### src/rtl/sel_adder_pkg.sv
// Shared constants and types for the pipelined carry-select adder/subtractor.
package sel_adder_pkg;

    localparam int unsigned SA_WIDTH  = 32;
    localparam int unsigned SA_BLOCK  = 8;
    localparam int unsigned SA_STAGES = 2;

    function automatic int unsigned blocks_per_stage(
        input int unsigned width,
        input int unsigned block,
        input int unsigned stages
    );
        return (width / block) / stages;
    endfunction

    // Payload layout at the default width; the top redeclares it at its own WIDTH.
    typedef struct packed {
        logic                valid;
        logic [SA_WIDTH-1:0] sum;
        logic                carry;
        logic [SA_WIDTH-1:0] a;
        logic [SA_WIDTH-1:0] b;
        logic                a_msb;
        logic                b_msb;
    } sel_adder_stage_t;

endpackage

### src/rtl/pipelined_select_adder_block.sv
// One carry-select block: two ripple adders, one assuming carry-in 0, one carry-in 1.
module sel_adder_block
    import sel_adder_pkg::*;
#(
    parameter int unsigned BLOCK = SA_BLOCK
) (
    input  logic [BLOCK-1:0] a,
    input  logic [BLOCK-1:0] b,
    output logic [BLOCK-1:0] sum0,
    output logic [BLOCK-1:0] sum1,
    output logic             cout0,
    output logic             cout1
);

    logic c0;
    logic c1;

    always_comb begin
        c0   = 1'b0;
        c1   = 1'b1;
        sum0 = '0;
        sum1 = '0;
        for (int unsigned i = 0; i < BLOCK; i++) begin
            sum0[i] = a[i] ^ b[i] ^ c0;
            sum1[i] = a[i] ^ b[i] ^ c1;
            c0      = (a[i] & b[i]) | (c0 & (a[i] ^ b[i]));
            c1      = (a[i] & b[i]) | (c1 & (a[i] ^ b[i]));
        end
        cout0 = c0;
        cout1 = c1;
    end

endmodule

### src/rtl/pipelined_select_adder.sv
// Pipelined carry-select adder/subtractor with valid/ready on both sides.
// Optional feature: define SEL_ADDER_SATURATE_EN to clamp Sum on signed overflow.
module pipelined_select_adder
    import sel_adder_pkg::*;
#(
    parameter int unsigned WIDTH  = SA_WIDTH,
    parameter int unsigned BLOCK  = SA_BLOCK,
    parameter int unsigned STAGES = SA_STAGES
) (
    input  logic             clk,
    input  logic             rst_n,
    input  logic             in_valid,
    output logic             in_ready,
    input  logic [WIDTH-1:0] A,
    input  logic [WIDTH-1:0] B,
    input  logic             Cin,
    input  logic             Sub,
    output logic             out_valid,
    input  logic             out_ready,
    output logic [WIDTH-1:0] Sum,
    output logic             Cout,
    output logic             Overflow
);

    localparam int unsigned N   = WIDTH / BLOCK;
    localparam int unsigned BPS = blocks_per_stage(WIDTH, BLOCK, STAGES);

    typedef struct packed {
        logic             valid;
        logic [WIDTH-1:0] sum;
        logic             carry;
        logic [WIDTH-1:0] a;
        logic [WIDTH-1:0] b;
        logic             a_msb;
        logic             b_msb;
    } stage_t;

    stage_t           src  [STAGES];
    stage_t           nxt  [STAGES];
    stage_t           pipe [STAGES];

    logic [WIDTH-1:0] b_eff;
    logic             c_eff;
    logic             adv;

    logic [BLOCK-1:0] blk_sum0  [N];
    logic [BLOCK-1:0] blk_sum1  [N];
    logic             blk_cout0 [N];
    logic             blk_cout1 [N];

    logic             chain_c;
    int unsigned      idx;
    logic             ovf;

    assign adv      = !pipe[STAGES-1].valid || out_ready;
    assign in_ready = adv;

    // Stage s works on the payload feeding its register: the raw beat for stage 0.
    always_comb begin
        b_eff  = Sub ? ~B : B;
        c_eff  = Sub ? 1'b1 : Cin;
        src[0] = '{valid: in_valid, sum: '0, carry: c_eff, a: A, b: b_eff,
                   a_msb: A[WIDTH-1], b_msb: b_eff[WIDTH-1]};
        for (int unsigned s = 1; s < STAGES; s++) begin
            src[s] = pipe[s-1];
        end
    end

    for (genvar i = 0; i < N; i++) begin : g_blk
        localparam int unsigned S = i / BPS;
        sel_adder_block #(.BLOCK(BLOCK)) u_blk (
            .a     (src[S].a[i*BLOCK +: BLOCK]),
            .b     (src[S].b[i*BLOCK +: BLOCK]),
            .sum0  (blk_sum0[i]),
            .sum1  (blk_sum1[i]),
            .cout0 (blk_cout0[i]),
            .cout1 (blk_cout1[i])
        );
    end

    // Carry select chain within each stage; the stage's carry-in comes from its register.
    always_comb begin
        chain_c = 1'b0;
        idx     = 0;
        for (int unsigned s = 0; s < STAGES; s++) begin
            nxt[s]  = src[s];
            chain_c = src[s].carry;
            for (int unsigned j = 0; j < BPS; j++) begin
                idx = s * BPS + j;
                nxt[s].sum[idx*BLOCK +: BLOCK] = chain_c ? blk_sum1[idx] : blk_sum0[idx];
                chain_c = chain_c ? blk_cout1[idx] : blk_cout0[idx];
            end
            nxt[s].carry = chain_c;
        end
    end

    always_ff @(posedge clk) begin
        if (!rst_n) begin
            for (int unsigned s = 0; s < STAGES; s++) begin
                pipe[s] <= '0;
            end
        end else if (adv) begin
            for (int unsigned s = 0; s < STAGES; s++) begin
                pipe[s] <= nxt[s];
            end
        end
    end

    assign out_valid = pipe[STAGES-1].valid;
    assign Cout      = pipe[STAGES-1].carry;
    assign ovf       = (pipe[STAGES-1].a_msb == pipe[STAGES-1].b_msb)
                    && (pipe[STAGES-1].sum[WIDTH-1] != pipe[STAGES-1].a_msb);
    assign Overflow  = ovf;

`ifdef SEL_ADDER_SATURATE_EN
    assign Sum = !ovf                 ? pipe[STAGES-1].sum
               : pipe[STAGES-1].a_msb ? {1'b1, {(WIDTH-1){1'b0}}}
               :                        {1'b0, {(WIDTH-1){1'b1}}};
`else
    assign Sum = pipe[STAGES-1].sum;
`endif

endmodule

### config.mk
export PLATFORM = sky130hd
export DESIGN_NAME = pipelined_select_adder
export DESIGN_NICKNAME = d
export VERILOG_FILES = /design/src/rtl/sel_adder_pkg.sv /design/src/rtl/pipelined_select_adder_block.sv /design/src/rtl/pipelined_select_adder.sv
export SDC_FILE = /design/constraint.sdc
export NUM_CORES = 1
export LEC_CHECK = 0
export ABC_AREA = 1
export CORE_ASPECT_RATIO = 1.2
export CORE_UTILIZATION = 40
export CTS_CLUSTER_SIZE = 14
export DETAILED_ROUTE_END_ITERATION = 16
export GPL_ROUTABILITY_DRIVEN = 0
export PLACE_DENSITY = 0.63
export SLEW_MARGIN = 30
export SYNTH_ARGS = -nofsm -noshare
export SYNTH_HDL_FRONTEND = slang
export SYNTH_SLANG_ARGS = --single-unit
### constraint.sdc
create_clock -name clk -period 10.09 [get_ports clk]
set_input_delay 3.027 -clock clk [delete_from_list [all_inputs] [get_ports clk]]
set_output_delay 3.027 -clock clk [all_outputs]
set_load 0.05 [all_outputs]
## Word-level counts from Yosys, hierarchy flattened

Memory sizes are Yosys's and may differ from the RTL's.
Index checks and enable logic that the tools add are counted.

- Bits in writable memories: 200
- Logic and storage cells: 265
- Memories: 1
- Output and inout port bits: 36
- Input bits: 70
- Flip-flop bits (word level): 0

- Eq/ne operators: 2
- Bitwise gates (word level): 243
- Reduce and logical (&&, ||, !) cells: 3
- Mux-type cells: 16

Memory list:

| name | words | bits a word | read ports | clocked after memory_dff | write ports | RTL line | RTL |
|---|---|---|---|---|---|---|---|
| pipe | 2 | 100 | 2 | 0 | 2 | pipelined_select_adder.sv:40 | `stage_t pipe [STAGES];` |

Operators with widths:

| operator | number |
|---|---|
| $mux 100 | 2 |
| $and 1x1->1 | 88 |
| $xor 1x1->1 | 88 |
| $or 1x1->1 | 62 |
| $mux 32 | 1 |
| $mux 8 | 4 |
| $not 32->32 | 1 |
| $mux 1 | 9 |
| $not 1->1 | 4 |
| $eq 1x1->1 | 1 |
| $logic_and 1x1->1 | 1 |
| $logic_not 1->1 | 1 |
| $logic_or 1x1->1 | 1 |
| $ne 1x1->1 | 1 |

## Longest topological paths before layout

Gate-level depths: netlist of run 1.

- Word-level depth: 21
- Mapped depth: 26
- Depth with buffers taken out: 25

## Modules after synthesis

A second synthesis of run 1 with hierarchy kept.

- Cell total of the unflattened synthesis: 511
- Area, all modules: 5,602.9 um^2

Modules (own cells, without submodules):

| module | area an instance (um^2) | times used | seq. area each (um^2) | cells each |
|---|---|---|---|---|
| pipelined_select_adder | 4,201.5 | 1 | 2,582.5 | 399 |
| sel_adder_block | 350.3 | 4 | 0.0 | 28 |

## Worst setup path before layout of run 1

OpenSTA, ideal clock, no wires.

- Path type: input port to flip-flop
- From: input port Sub
- To: memory pipe[0][82] (netlist name) (data pin)
- Library setup time: 255 ps
- Cell stages on the path: 26
- Buffers on the path: 1
- Arrival: 8,981 ps
- Setup slack: 853 ps
- Cells stage by stage: buf_4 xnor2_1 ha_1 nor2_1 a21oi_1 fa_1 fa_1 fa_1 fa_1 fa_1 fa_1 inv_1 fa_1 nor2_1 a21oi_1 fa_1 inv_1 fa_1 fa_1 fa_1 fa_1 fa_1 inv_1 fa_1 inv_1 nor2_1

RTL lines:

| item | RTL line | RTL |
|---|---|---|
| start, declared | pipelined_select_adder.sv:17 | `input logic Sub,` |
| end, declared | pipelined_select_adder.sv:40 |  |

==> results of run 1 <==
power by group through the flow:
| stage | Combinational, uW | Clock [uW] | Sequential, uW |
|---|---|---|---|
| 6_report | 283 | 326 | 461 |
| 3_5_place_dp | 288 | 0 | 470 |
| 3_3_place_gp | 284 | 0 | 468 |
| 2_1_floorplan | 230 | 0 | 468 |
| 4_1_cts | 289 | 337 | 463 |
| 5_1_grt | 309 | 348 | 467 |
critical path: stages:
cell and delay, ns:
clkdlybuf4s50_1 0.42, xnor2_1 0.15, ha_1 0.19, nor2_1 0.10
a21oi_1 0.06, fa_1 0.39, fa_1 0.39, fa_1 0.41
fa_1 0.39, fa_1 0.39, fa_1 0.37, inv_1 0.08
fa_1 0.22, nor2_1 0.05, a21oi_1 0.14, fa_1 0.19
inv_1 0.05, fa_1 0.40, fa_1 0.39, fa_1 0.40
fa_1 0.40, fa_1 0.38, inv_1 0.08, fa_1 0.40
inv_1 0.06, nor2_1 0.04
cells in the final DEF, fill, tap and decap left out:
cell / synthesis / layout
nand3_4: 0 / 1
nand2_2: 1 / 1
clkinvlp_4: 0 / 2
nand2_8: 0 / 1
clkbuf_16: 0 / 9
inv_6: 0 / 2
fa_1: 28 / 28
nor2_4: 40 / 40
clkdlybuf4s50_1: 0 / 104
a21oi_1: 4 / 4
buf_2: 4 / 1
o21ai_0: 1 / 1
edfxtp_1: 86 / 86
ha_1: 8 / 8
buf_6: 3 / 1
inv_1: 78 / 78
nand2_1: 2 / 2
xnor2_1: 33 / 33
bufinv_16: 0 / 1
clkinv_2: 0 / 2
buf_4: 34 / 2
xor2_1: 4 / 4
nor2_1: 52 / 52
per-layer routing:
| metal | up-vias | share of wire [%] | track usage, % |
|---|---|---|---|
| met3 | 11 | 4.2 | 2.56 |
| met1 | 1210 | 38 | 12.2 |
| li1 | 1284 | - | - |
| met2 | 62 | 55 | 21.9 |
| met4 | 0 | 2.4 | 6.52 |
| met5 | - | 0 | 0 |
cells by family (layout without fill, tap and decap cells):
kind of cell | Yosys count | count (layout) | share of synthesized area [%]
adders and majority gates | 36 | 36 | 13.3
and+or+nand+nor | 97 | 97 | 13.7
buffers and inverters | 123 | 202 | 13.8
AOI/OAI and AO/OA | 5 | 5 | 0.505
xor gates and xnor gates | 37 | 37 | 6.55
DFF | 86 | 86 | 52.2
stage by stage:
| step | cells | utilization, % | instance area (um2) |
|---|---|---|---|
| CTS | 624 | 51.0 | 6150 |
| detailed placement | 608 | 48.6 | 5860 |
| global placement | 608 | 48.5 | 5850 |
| finish | 624 | 51.0 | 6150 |
| floorplan | 384 | - | 4950 |
| global route | 624 | 51.0 | 6150 |
how the worst min path moves through the flow:
stage / start / to / slack, ns / depth (start not counted)
6_report: pipe[0][67] / pipe[0][167] / 0.54 / 2
5_1_grt: pipe[0][73] / pipe[0][173] / 0.57 / 2
4_1_cts: pipe[0][67] / pipe[0][167] / 0.54 / 2
3_5_place_dp: pipe[0][67] / pipe[0][167] / 0.53 / 2
3_3_place_gp: pipe[0][73] / pipe[0][173] / 0.53 / 2
2_1_floorplan: pipe[0][67] / pipe[0][167] / 0.52 / 2
cell type report:
class / count / area, um2
clock buffers: 9 / 225
clock inverters: 7 / 72.6
inverters: 78 / 293
multi-input cells: 175 / 1710
flip-flops and latches: 86 / 2580
well taps: 161 / 201
fillers: 1055 / 5900
repair buffers: 108 / 1070
==> impl_results.rst, run 1 <==
.. list-table::
   :header-rows: 1

   * - Metric
     - Value
   * - Maximum number of pins on one net before global-route repair
     - between 80 and 90
   * - Synth Instances
     - ~380
   * - Time the final worst path needs with I/O delays and setup
     - 9.52 ns
   * - Mapped Nets
     - 490
   * - Cell internal power dissipation
     - between 700 and 800 uW
   * - Yosys cell types
     - 18
   * - Detail-routed net length per standard cell
     - around 11 um
   * - Number of antenna violations at the first check in global routing
     - 0
   * - CTS H-tree lvls
     - 3
   * - R2R setup slack
     - around 2.4 ns
   * - Pre-CTS worst setup slack
     - 0.217 ns
   * - Antenna-violating nets left
     - 0
   * - Worst reg-to-reg path cell count
     - 21
   * - Total congestion overflow after global routing
     - 0
   * - Leakage
     - approximately 0.0025 uW
   * - Max-slew violations
     - 0
   * - First-pass GRT wire length
     - 11300 um
   * - Total clock buffers created by CTS
     - 9
   * - Classification of the worst-slack hold path
     - register to register
   * - Relative contribution of sequential cells to total power
     - a little over two fifths
   * - Skew-Pair Late Insertion Delay
     - about 0.33 ns
   * - Final-stage net count
     - 564
   * - Share of final-layout standard cells stronger than drive strength 1
     - ~14%
   * - Critical Path AT
     - approximately 9.6 ns
   * - Register area share after synthesis
     - 52.2%
   * - Combinational cell fraction of total power
     - about a quarter
   * - Synth Flop Type
     - edfxtp_1
   * - Critical Path Fanout Max
     - 3
   * - Critical register-to-register path startpoint
     - pipe[0][18]
   * - Cell type with the largest total area after synthesis
     - edfxtp_1
   * - Clock tree sinks
     - 86
   * - Post-synth EDFFs
     - 86
   * - Max Clock Freq
     - 0.105 GHz
   * - Biggest regs
     - pipe (86)
   * - Number of failing hold endpoints at the final stage
     - 0
   * - Worst-Margin Slew
     - between 0.9 and 1 ns
   * - Max-Slew Margin vs Limit
     - a little under two fifths
   * - Die width
     - 104 um
   * - Count of max-cap constraint violations
     - 0
   * - Critical path startpoint
     - B[0]
   * - Post-CTS Hold Fix Bufs
     - 0
   * - Maximum buffer depth of the clock tree
     - 2
   * - Sw frac
     - between 20% and 30%
   * - Area share of the leading cell type in the synthesized netlist
     - between 50% and 60%
   * - N_diodes
     - 0
   * - Startpoint-to-endpoint class of the critical path
     - input pin to register
   * - Initial core utilization
     - between 40% and 50%
   * - Largest cells by area after synthesis
     - edfxtp_1 (52%), fa_1 (11%), nor2_4 (9.1%)
   * - Vias in the first global route
     - 2495
   * - Fraction of registers with async set or reset after synthesis
     - 0%
   * - Worst supply voltage drop on vdd
     - ~68 uV
   * - Final setup violation count
     - 0
   * - Part of the total power dissipated in the clock network
     - a little under a third
   * - Sum of internal, switching and leakage power
     - 1070 uW
   * - Result of the run
     - finished clean
   * - RSZ-0062 raised after global routing
     - no
   * - DPL Wire Length
     - ~4900 um
   * - Syn Area/Cell
     - about 13 um2
   * - Total setup buffers inserted after CTS
     - 0
   * - Setup crit start kind
     - input pin
   * - Detail-routed via count per cell
     - about 4.1
   * - Global router's overall resource usage
     - about an eighth
   * - Total Negative Setup Slacks
     - 0 ns
   * - Power Density
     - approximately 170 nW/um2
   * - Register with the most flip-flops
     - pipe
   * - Hold Slack
     - about 0.54 ns
   * - Ports placed on the boundary
     - approximately 110
   * - Area growth syn-to-layout
     - 24.3%
   * - Post-route DRC violation count
     - 0
   * - CTS tree
     - built
   * - Most frequent cells after synthesis
     - edfxtp_1 (86), inv_1 (78), nor2_1 (52)
   * - Post-detailed-routing wire length
     - 6970 um
   * - Standard-cell row count
     - 44
   * - Number of buffer cells added on primary ports
     - around 110
   * - Critical path data required time
     - just over 10 ns
   * - Crit Reg-Reg Endpoint
     - pipe[0][198]
   * - Post-synthesis register bit count
     - 86
   * - Ys Warns
     - 0
   * - Leading cell type by number of instances after synthesis
     - edfxtp_1
   * - Area of the core
     - ~12000 um2
   * - Setup slack after layout
     - between 0.5 and 0.6 ns
   * - Initial DRC count
     - 55
   * - Final worst clock skew
     - 0.00512 ns
   * - CTS-repair resized insts
     - 0
   * - Synthesized area
     - around 4900 um2
   * - Via Count
     - between 2000 and 3000
   * - Die outline area
     - roughly 13000 um2
   * - Reported net switching power
     - between 300 and 400 uW
   * - Clock-pin slew on the worst setup and hold paths
     - ~0.06 ns
   * - Critical path endpoint category
     - register
   * - First drt pass iteration count
     - 4
   * - Root Buffer Master
     - clkbuf_16
   * - Crit share post-route
     - 94.3%
   * - Crit path to
     - pipe[0][82]
   * - Number of flip-flops under the largest register name
     - between 80 and 90
   * - DIE HEIGHT
     - between 100 and 150 um
Note: power is estimated with default switching activity, not from simulation.
==> run 2: changes to the inputs <==
--- a/config.mk
+++ b/config.mk
@@ -11,7 +11,7 @@
 export CTS_CLUSTER_SIZE = 14
 export DETAILED_ROUTE_END_ITERATION = 16
 export GPL_ROUTABILITY_DRIVEN = 0
-export PLACE_DENSITY = 0.63
+export PLACE_DENSITY = 0.65
 export SLEW_MARGIN = 30
 export SYNTH_ARGS = -nofsm -noshare
 export SYNTH_HDL_FRONTEND = slang
==> run 2 against run 1 <==
Against the previous run: total power increased by 3.6%; highest routed layer unchanged; non-clock buffer count stayed put; register-to-register slack got worse by 0.02 ns; maximum frequency decreased by 0.29%; worst setup slack worse by 0.028 ns; sequential power is essentially flat; first-iteration DRC count increased by 58%.
==> impl_results.rst, run 2 (synthesis gave the netlist of run 1 again) <==
.. list-table::
   :header-rows: 1

   * - Metric
     - Value
   * - Combinational cell fraction of total power
     - 25.5% (-0.9 points)
   * - Total congestion overflow after global routing
     - 0 (unchanged)
   * - Biggest regs
     - pipe (86)
   * - Worst-Margin Slew
     - 0.951 ns (+0.00276 ns)
   * - Total clock buffers created by CTS
     - 9 (unchanged)
   * - Root Buffer Master
     - clkbuf_16
   * - Crit share post-route
     - 94.6% (+0.28 points)
   * - Critical path data required time
     - 10.14 ns (about the same)
   * - Total Negative Setup Slacks
     - 0 ns (unchanged)
   * - Number of flip-flops under the largest register name
     - 86 (unchanged)
   * - Area growth syn-to-layout
     - 24.9%
   * - Vias in the first global route
     - 2506 (+0.44%)
   * - RSZ-0062 raised after global routing
     - no
   * - Clock-pin slew on the worst setup and hold paths
     - 0.06 ns (about the same)
   * - Skew-Pair Late Insertion Delay
     - 0.33 ns (about the same)
   * - Global router's overall resource usage
     - 12.1% (+0.39 points)
   * - Cell repeated most along the worst path
     - fa_1
   * - R2R setup slack
     - 2.36 ns (-0.02 ns)
   * - Max-Slew Margin vs Limit
     - 36.6% (-0.18 points)
   * - Via Count
     - 2538 (-1.1%)
   * - Critical path buffer and inverter count
     - 5 (unchanged)
   * - Maximum buffer depth of the clock tree
     - 2 (unchanged)
   * - Detail-routed via count per cell
     - 4.07 (-0.97%)
   * - Die outline area
     - 12800 um2 (unchanged)
   * - Ports placed on the boundary
     - 106 (unchanged)
   * - Number of antenna violations at the first check in global routing
     - 0 (unchanged)
   * - Share of final-layout standard cells stronger than drive strength 1
     - 13.0% (-0.62 points)
   * - Final worst clock skew
     - 0.00919 ns (+0.00407 ns)
   * - Classification of the worst-slack hold path
     - register to register
   * - Sw frac
     - 27.6% (-1.7 points)
   * - First-pass GRT wire length
     - 11700 um (+2.9%)
   * - Area of the core
     - 12100 um2 (unchanged)
   * - Post-CTS Hold Fix Bufs
     - 0 (unchanged)
   * - Leakage
     - 0.00252 uW (+0.71%)
   * - Antenna-violating nets left
     - 0 (unchanged)
   * - Largest stage delay on the critical path
     - 0.42 ns (about the same)
   * - Most common library cell in the layout ignoring fill and taps
     - clkdlybuf4s50_1
   * - Standard-cell row count
     - 44 (unchanged)
   * - Relative contribution of sequential cells to total power
     - 41.6% (-1.5 points)
   * - N_diodes
     - 0 (unchanged)
   * - Count of cell instances traversed by the critical path
     - 26 (unchanged)
   * - Initial DRC count
     - 87 (+58%)
   * - First drt pass iteration count
     - 4 (unchanged)
   * - Number of buffer cells added on primary ports
     - 105 (unchanged)
   * - Total setup buffers inserted after CTS
     - 0 (unchanged)
   * - CTS-repair resized insts
     - 0 (unchanged)
   * - CP top delay family
     - adder cells
   * - Number of cells on the worst hold path
     - 2 (unchanged)
   * - Max-slew violations
     - 0 (unchanged)
   * - Count of max-cap constraint violations
     - 0 (unchanged)
   * - Final design area excluding fillers
     - 6180 um2 (+0.49%)
   * - CTS tree
     - built
   * - DIE HEIGHT
     - 124 um (unchanged)
   * - Register with the most flip-flops
     - pipe
   * - Power Density
     - 179 nW/um2 (+3.1%)
   * - Post-route DRC violation count
     - 0 (unchanged)
   * - Worst reg-to-reg path cell count
     - 21 (unchanged)
   * - Number of failing hold endpoints at the final stage
     - 0 (unchanged)
   * - Post-detailed-routing wire length
     - 7080 um (+1.6%)
   * - Critical path endpoint category
     - register
   * - Critical Path AT
     - 9.59 ns (+0.02 ns)
   * - Critical Path Fanout Max
     - 3 (unchanged)
   * - Standard cell area after detailed placement
     - 5860 um2 (unchanged)
   * - Result of the run
     - finished clean
   * - Detail-routed net length per standard cell
     - 11.4 um (+1.7%)
   * - Reported net switching power
     - 306 uW (-2.5%)
   * - CTS H-tree lvls
     - 3 (unchanged)
   * - Part of the total power dissipated in the clock network
     - 32.9% (+2.4 points)
   * - Cell internal power dissipation
     - 803 uW (+6.2%)
   * - Initial core utilization
     - 41.1% (unchanged)
   * - Final-stage net count
     - 564 (unchanged)
   * - Time the final worst path needs with I/O delays and setup
     - 9.55 ns (+0.0278 ns)
   * - Worst supply voltage drop on vdd
     - 70.0 uV (+3.0%)
   * - DPL Wire Length
     - 5010 um (+1.4%)
   * - Startpoint-to-endpoint class of the critical path
     - input pin to register
   * - Slowest library cell on the worst path
     - fa_1
   * - Max Clock Freq
     - 0.105 GHz (-0.29%)
   * - Clock tree sinks
     - 86 (unchanged)
   * - Maximum number of pins on one net before global-route repair
     - 87 (unchanged)
   * - Setup crit start kind
     - input pin
   * - Die width
     - 104 um (unchanged)
   * - Final setup violation count
     - 0 (unchanged)
   * - Most used cells in the layout excluding fill and tap cells
     - clkdlybuf4s50_1 (104), edfxtp_1 (86), inv_1 (78)
-- run 2: cell count changes in the layout (fill, tap and decap cells not counted), sizes merged --
cell      change
clkbuf        +1
inv           -2
bufinv        +2
clkinvlp      -2
-- run 2: routing by layer --
metal / track usage (%) / part of all wire (%)
met5: 0 / 0
met4: 5.71 / 1.7
met3: 3.19 / 4.2
met2: 22.1 / 56
met1: 13.1 / 38
-- run 2: power by group through the flow --
| stage | registers [uW] | clock network (uW) | logic [uW] |
|---|---|---|---|
| after floorplan | 468 | 0 | 230 |
| after global placement | 468 | 0 | 284 |
| after detailed placement | 470 | 0 | 288 |
| after CTS | 463 | 375 | 288 |
| after global routing | 467 | 386 | 310 |
| final | 462 | 365 | 283 |
-- run 2: path summary, 6_finish.rpt --
path	startpoint	endpoint
worst max-delay path	B[0]	pipe[0][82]
worst min-delay path	pipe[0][71]	pipe[0][171]
worst max register to register	pipe[0][18]	pipe[0][198]
worst min register to register	pipe[0][71]	pipe[0][171]
-- run 2: worst min-delay path: cells and delay by family (launching register included) --
family | cells | cell delay, ns
buffers and inverters | 1 | 0.03
and+or+nand+nor | 1 | 0.08
DFF | 1 | 0.31
-- run 2: through the flow --
step | cells | hold slack, ns | total power, uW | setup slack [ns] | util (%)
2_1_floorplan | 384 | 0.519 | 698 | 0.853 | -
3_3_place_gp | 608 | 0.528 | 752 | 0.302 | 48.5
3_5_place_dp | 608 | 0.530 | 758 | 0.183 | 48.6
4_1_cts | 623 | 0.547 | 1130 | 0.541 | 51.3
5_1_grt | 623 | 0.572 | 1160 | 0.227 | 51.3
6_report | 623 | 0.543 | 1110 | 0.543 | 51.3
-- run 2: cell type report --
type,count,area (um2)
repair buffers,108,1070
inverters,78,293
multi-input cells,175,1710
clock buffers,10,229
well taps,161,201
fillers,1056,5870
clock inverters,5,98.8
flip-flops and latches,86,2580
==> run 3: changes to the inputs <==
==> constraint.sdc (replaced) <==
create_clock -name clk -period 9.07 [get_ports clk]
set_input_delay 2.721 -clock clk [delete_from_list [all_inputs] [get_ports clk]]
set_output_delay 2.721 -clock clk [all_outputs]
set_load 0.05 [all_outputs]
==> run 3 against run 2 <==
Against the previous run: sequential share of layout area grew 0.24 points; hold slack got worse by 0.0049 ns; sequential cell count is the same; first-iteration DRC count shrank 32%; die area unchanged; final cell count increased by 0.32%; count of clock-buffer cells in the layout up 1; utilization decreased by 0.29 points; non-clock buffer count increased by 3; clock skew is 0.0023 ns lower; total power rose by 3.7%; routed wire length increased by 2.3%; largest power group unchanged.
==> impl_results.rst, run 3 (synthesis gave the netlist of run 1 again) <==
.. list-table::
   :header-rows: 1

   * - Metric
     - Value
   * - Result of the run
     - finished clean
   * - Biggest regs
     - pipe (86)
   * - Via Count
     - 2576 (+1.5%)
   * - Initial core utilization
     - 41.1% (unchanged)
   * - Clock tree sinks
     - 86 (unchanged)
   * - Die outline area
     - 12800 um2 (unchanged)
   * - Number of antenna violations at the first check in global routing
     - 0 (unchanged)
   * - Critical register-to-register path startpoint
     - pipe[0][18]
   * - DPL Wire Length
     - 5170 um (+3.0%)
   * - Worst-Margin Slew
     - 0.959 ns (+0.00825 ns)
   * - Leakage
     - 0.00249 uW (-1.2%)
   * - Detail-routed via count per cell
     - 4.12 (+1.2%)
   * - Critical path endpoint category
     - register
   * - Final setup violation count
     - 0 (unchanged)
   * - Power Density
     - 187 nW/um2 (+4.3%)
   * - Area of the core
     - 12100 um2 (unchanged)
   * - Final design area excluding fillers
     - 6150 um2 (-0.57%)
   * - Register with the most flip-flops
     - pipe
   * - Crit share post-route
     - 97.4%
   * - First-pass GRT wire length
     - 11800 um (+0.83%)
   * - Post-route DRC violation count
     - 0 (unchanged)
   * - Maximum number of pins on one net before global-route repair
     - 87 (unchanged)
   * - CTS H-tree lvls
     - 3 (unchanged)
   * - Setup slack after layout
     - 0.234 ns (-0.309 ns)
   * - Critical path data required time
     - 9.12 ns (-1.02 ns)
   * - Crit Reg-Reg Endpoint
     - pipe[0][198]
   * - Startpoint of the worst hold path
     - pipe[0][79]
   * - Most used cells in the layout excluding fill and tap cells
     - clkdlybuf4s50_1 (104), edfxtp_1 (86), inv_1 (78)
   * - Fillcell total
     - 1063 (+0.66%)
   * - Antenna-violating nets left
     - 0 (unchanged)
   * - Classification of the worst-slack hold path
     - register to register
   * - Setup crit start kind
     - input pin
   * - First drt pass iteration count
     - 4 (unchanged)
   * - Number of buffer cells added on primary ports
     - 105 (unchanged)
   * - CTS tree
     - built
   * - Standard cell area after detailed placement
     - 5880 um2 (+0.38%)
   * - Die width
     - 104 um (unchanged)
   * - Total setup buffers inserted after CTS
     - 0 (unchanged)
   * - Maximum buffer depth of the clock tree
     - 2 (unchanged)
   * - Ports placed on the boundary
     - 106 (unchanged)
   * - Most common library cell in the layout ignoring fill and taps
     - clkdlybuf4s50_1
   * - Number of flip-flops under the largest register name
     - 86 (unchanged)
   * - Vias in the first global route
     - 2546 (+1.6%)
   * - Root Buffer Master
     - clkbuf_16
   * - Critical Path Fanout Max
     - 2 (-1)
   * - Pre-CTS worst setup slack
     - -0.482 ns (-0.665 ns)
   * - Worst min-delay path endpoint
     - pipe[0][179]
   * - Post-detailed-routing wire length
     - 7250 um (+2.3%)
   * - Count of max-cap constraint violations
     - 0 (unchanged)
   * - Clock-pin slew on the worst setup and hold paths
     - 0.06 ns (about the same)
   * - Total Negative Setup Slacks
     - 0 ns (unchanged)
   * - Worst supply voltage drop on vdd
     - 104 uV (+48%)
   * - Total congestion overflow after global routing
     - 0 (unchanged)
   * - Total clock buffers created by CTS
     - 9 (unchanged)
   * - Hold Slack
     - 0.539 ns (-0.00492 ns)
   * - Global router's overall resource usage
     - 12.1% (+0.074 points)
   * - Post-CTS Hold Fix Bufs
     - 0 (unchanged)
   * - Area growth syn-to-layout
     - 24.2%
   * - Initial DRC count
     - 59 (-32%)
   * - Number of failing hold endpoints at the final stage
     - 0 (unchanged)
   * - Detail-routed net length per standard cell
     - 11.6 um (+2.0%)
   * - RSZ-0062 raised after global routing
     - no
   * - Startpoint-to-endpoint class of the critical path
     - input pin to register
   * - Critical Path AT
     - 8.89 ns (-0.70 ns)
   * - Worst reg-to-reg path cell count
     - 21 (unchanged)
   * - Sum of internal, switching and leakage power
     - 1150 uW (+3.7%)
   * - Final worst clock skew
     - 0.00691 ns (-0.00228 ns)
   * - Standard-cell row count
     - 44 (unchanged)
   * - R2R setup slack
     - 1.29 ns (-1.07 ns)
   * - Max-Slew Margin vs Limit
     - 36.0% (-0.55 points)
   * - DIE HEIGHT
     - 124 um (unchanged)
   * - Skew-Pair Late Insertion Delay
     - 0.33 ns (about the same)
   * - Share of final-layout standard cells stronger than drive strength 1
     - 15.1% (+2.1 points)
   * - N_diodes
     - 0 (unchanged)
   * - Number of cells on the worst hold path
     - 2 (unchanged)
   * - Final-stage net count
     - 567 (+0.53%)
   * - Max Clock Freq
     - between 0.1 and 0.15 GHz
   * - Max-slew violations
     - 0 (unchanged)
   * - Time the final worst path needs with I/O delays and setup
     - 8.84 ns
-- run 3: changes by cell type in the layout (fill, tap and decap cells not counted), moves of 3 or more --
cell and delta:
fa_1 -8, fa_2 +8, buf_4 +3, bufinv_16 -3
-- run 3: repair_timing --
item / in CTS / in global routing
cloned: 0 / 0
gates resized for setup: 3 / 6
endpoints found under the setup margin: 1 / 1
-- run 3: worst max-delay path, stage by stage --
cell and delay (ns):
clkdlybuf4s50_1 0.41, xnor2_1 0.15, ha_1 0.19, nor2_1 0.10, a21oi_1 0.06, fa_2 0.35
fa_1 0.38, fa_2 0.35, fa_2 0.34, fa_1 0.38, fa_1 0.37, inv_1 0.07
fa_1 0.18, nor2_1 0.05, a21oi_2 0.11, fa_2 0.20, inv_1 0.05, fa_2 0.36
fa_2 0.35, fa_2 0.36, fa_2 0.35, fa_1 0.37, inv_1 0.08, fa_1 0.41
inv_1 0.07, nor2_1 0.04
-- run 3: metal layers --
| metal | global-route usage (%) | part of all wire (%) |
|---|---|---|
| met4 | 7.25 | 3.2 |
| met5 | 0 | 0 |
| met3 | 2.67 | 4.4 |
| met2 | 21.3 | 53 |
| met1 | 13.8 | 39 |
-- run 3: report_power, final --
part	internal [uW]	leakage, uW	switching, uW
sequential	497	0.00100	16.6
clock	181	0.000123	135
combinational	135	0.00137	187
total	812	0.00249	339
-- run 3: area by class of cell --
type	instances	area [um2]	share of cell area, %
Sequential cell	86	2580	42.0
Timing Repair Buffer	111	1090	17.8
Clock inverter	3	13.8	0.224
Multi-Input combinational cell	175	1730	28.1
Tap cell	161	201	3.28
Inverter	78	293	4.76
Clock buffer	11	233	3.79
-- run 3: how the worst max path moves through the flow --
stage | endpoint | depth (start not counted) | slack (ns) | start
finish | pipe[0][82] | 26 | 0.23 | B[0]
global route | pipe[0][82] | 26 | 0.003 | B[0]
CTS | pipe[0][82] | 26 | 0.003 | B[0]
detailed placement | pipe[0][82] | 26 | -0.48 | B[0]
global placement | pipe[0][82] | 26 | -0.37 | B[0]
floorplan | pipe[0][82] | 26 | 0.14 | Sub
-- run 3: metrics by stage --
stage               cells  utilization [%]
floorplan             384                -
finish                625             51.0
global route          625             51.0
CTS                   625             50.9
global placement      611             48.7
detailed placement    611             48.8
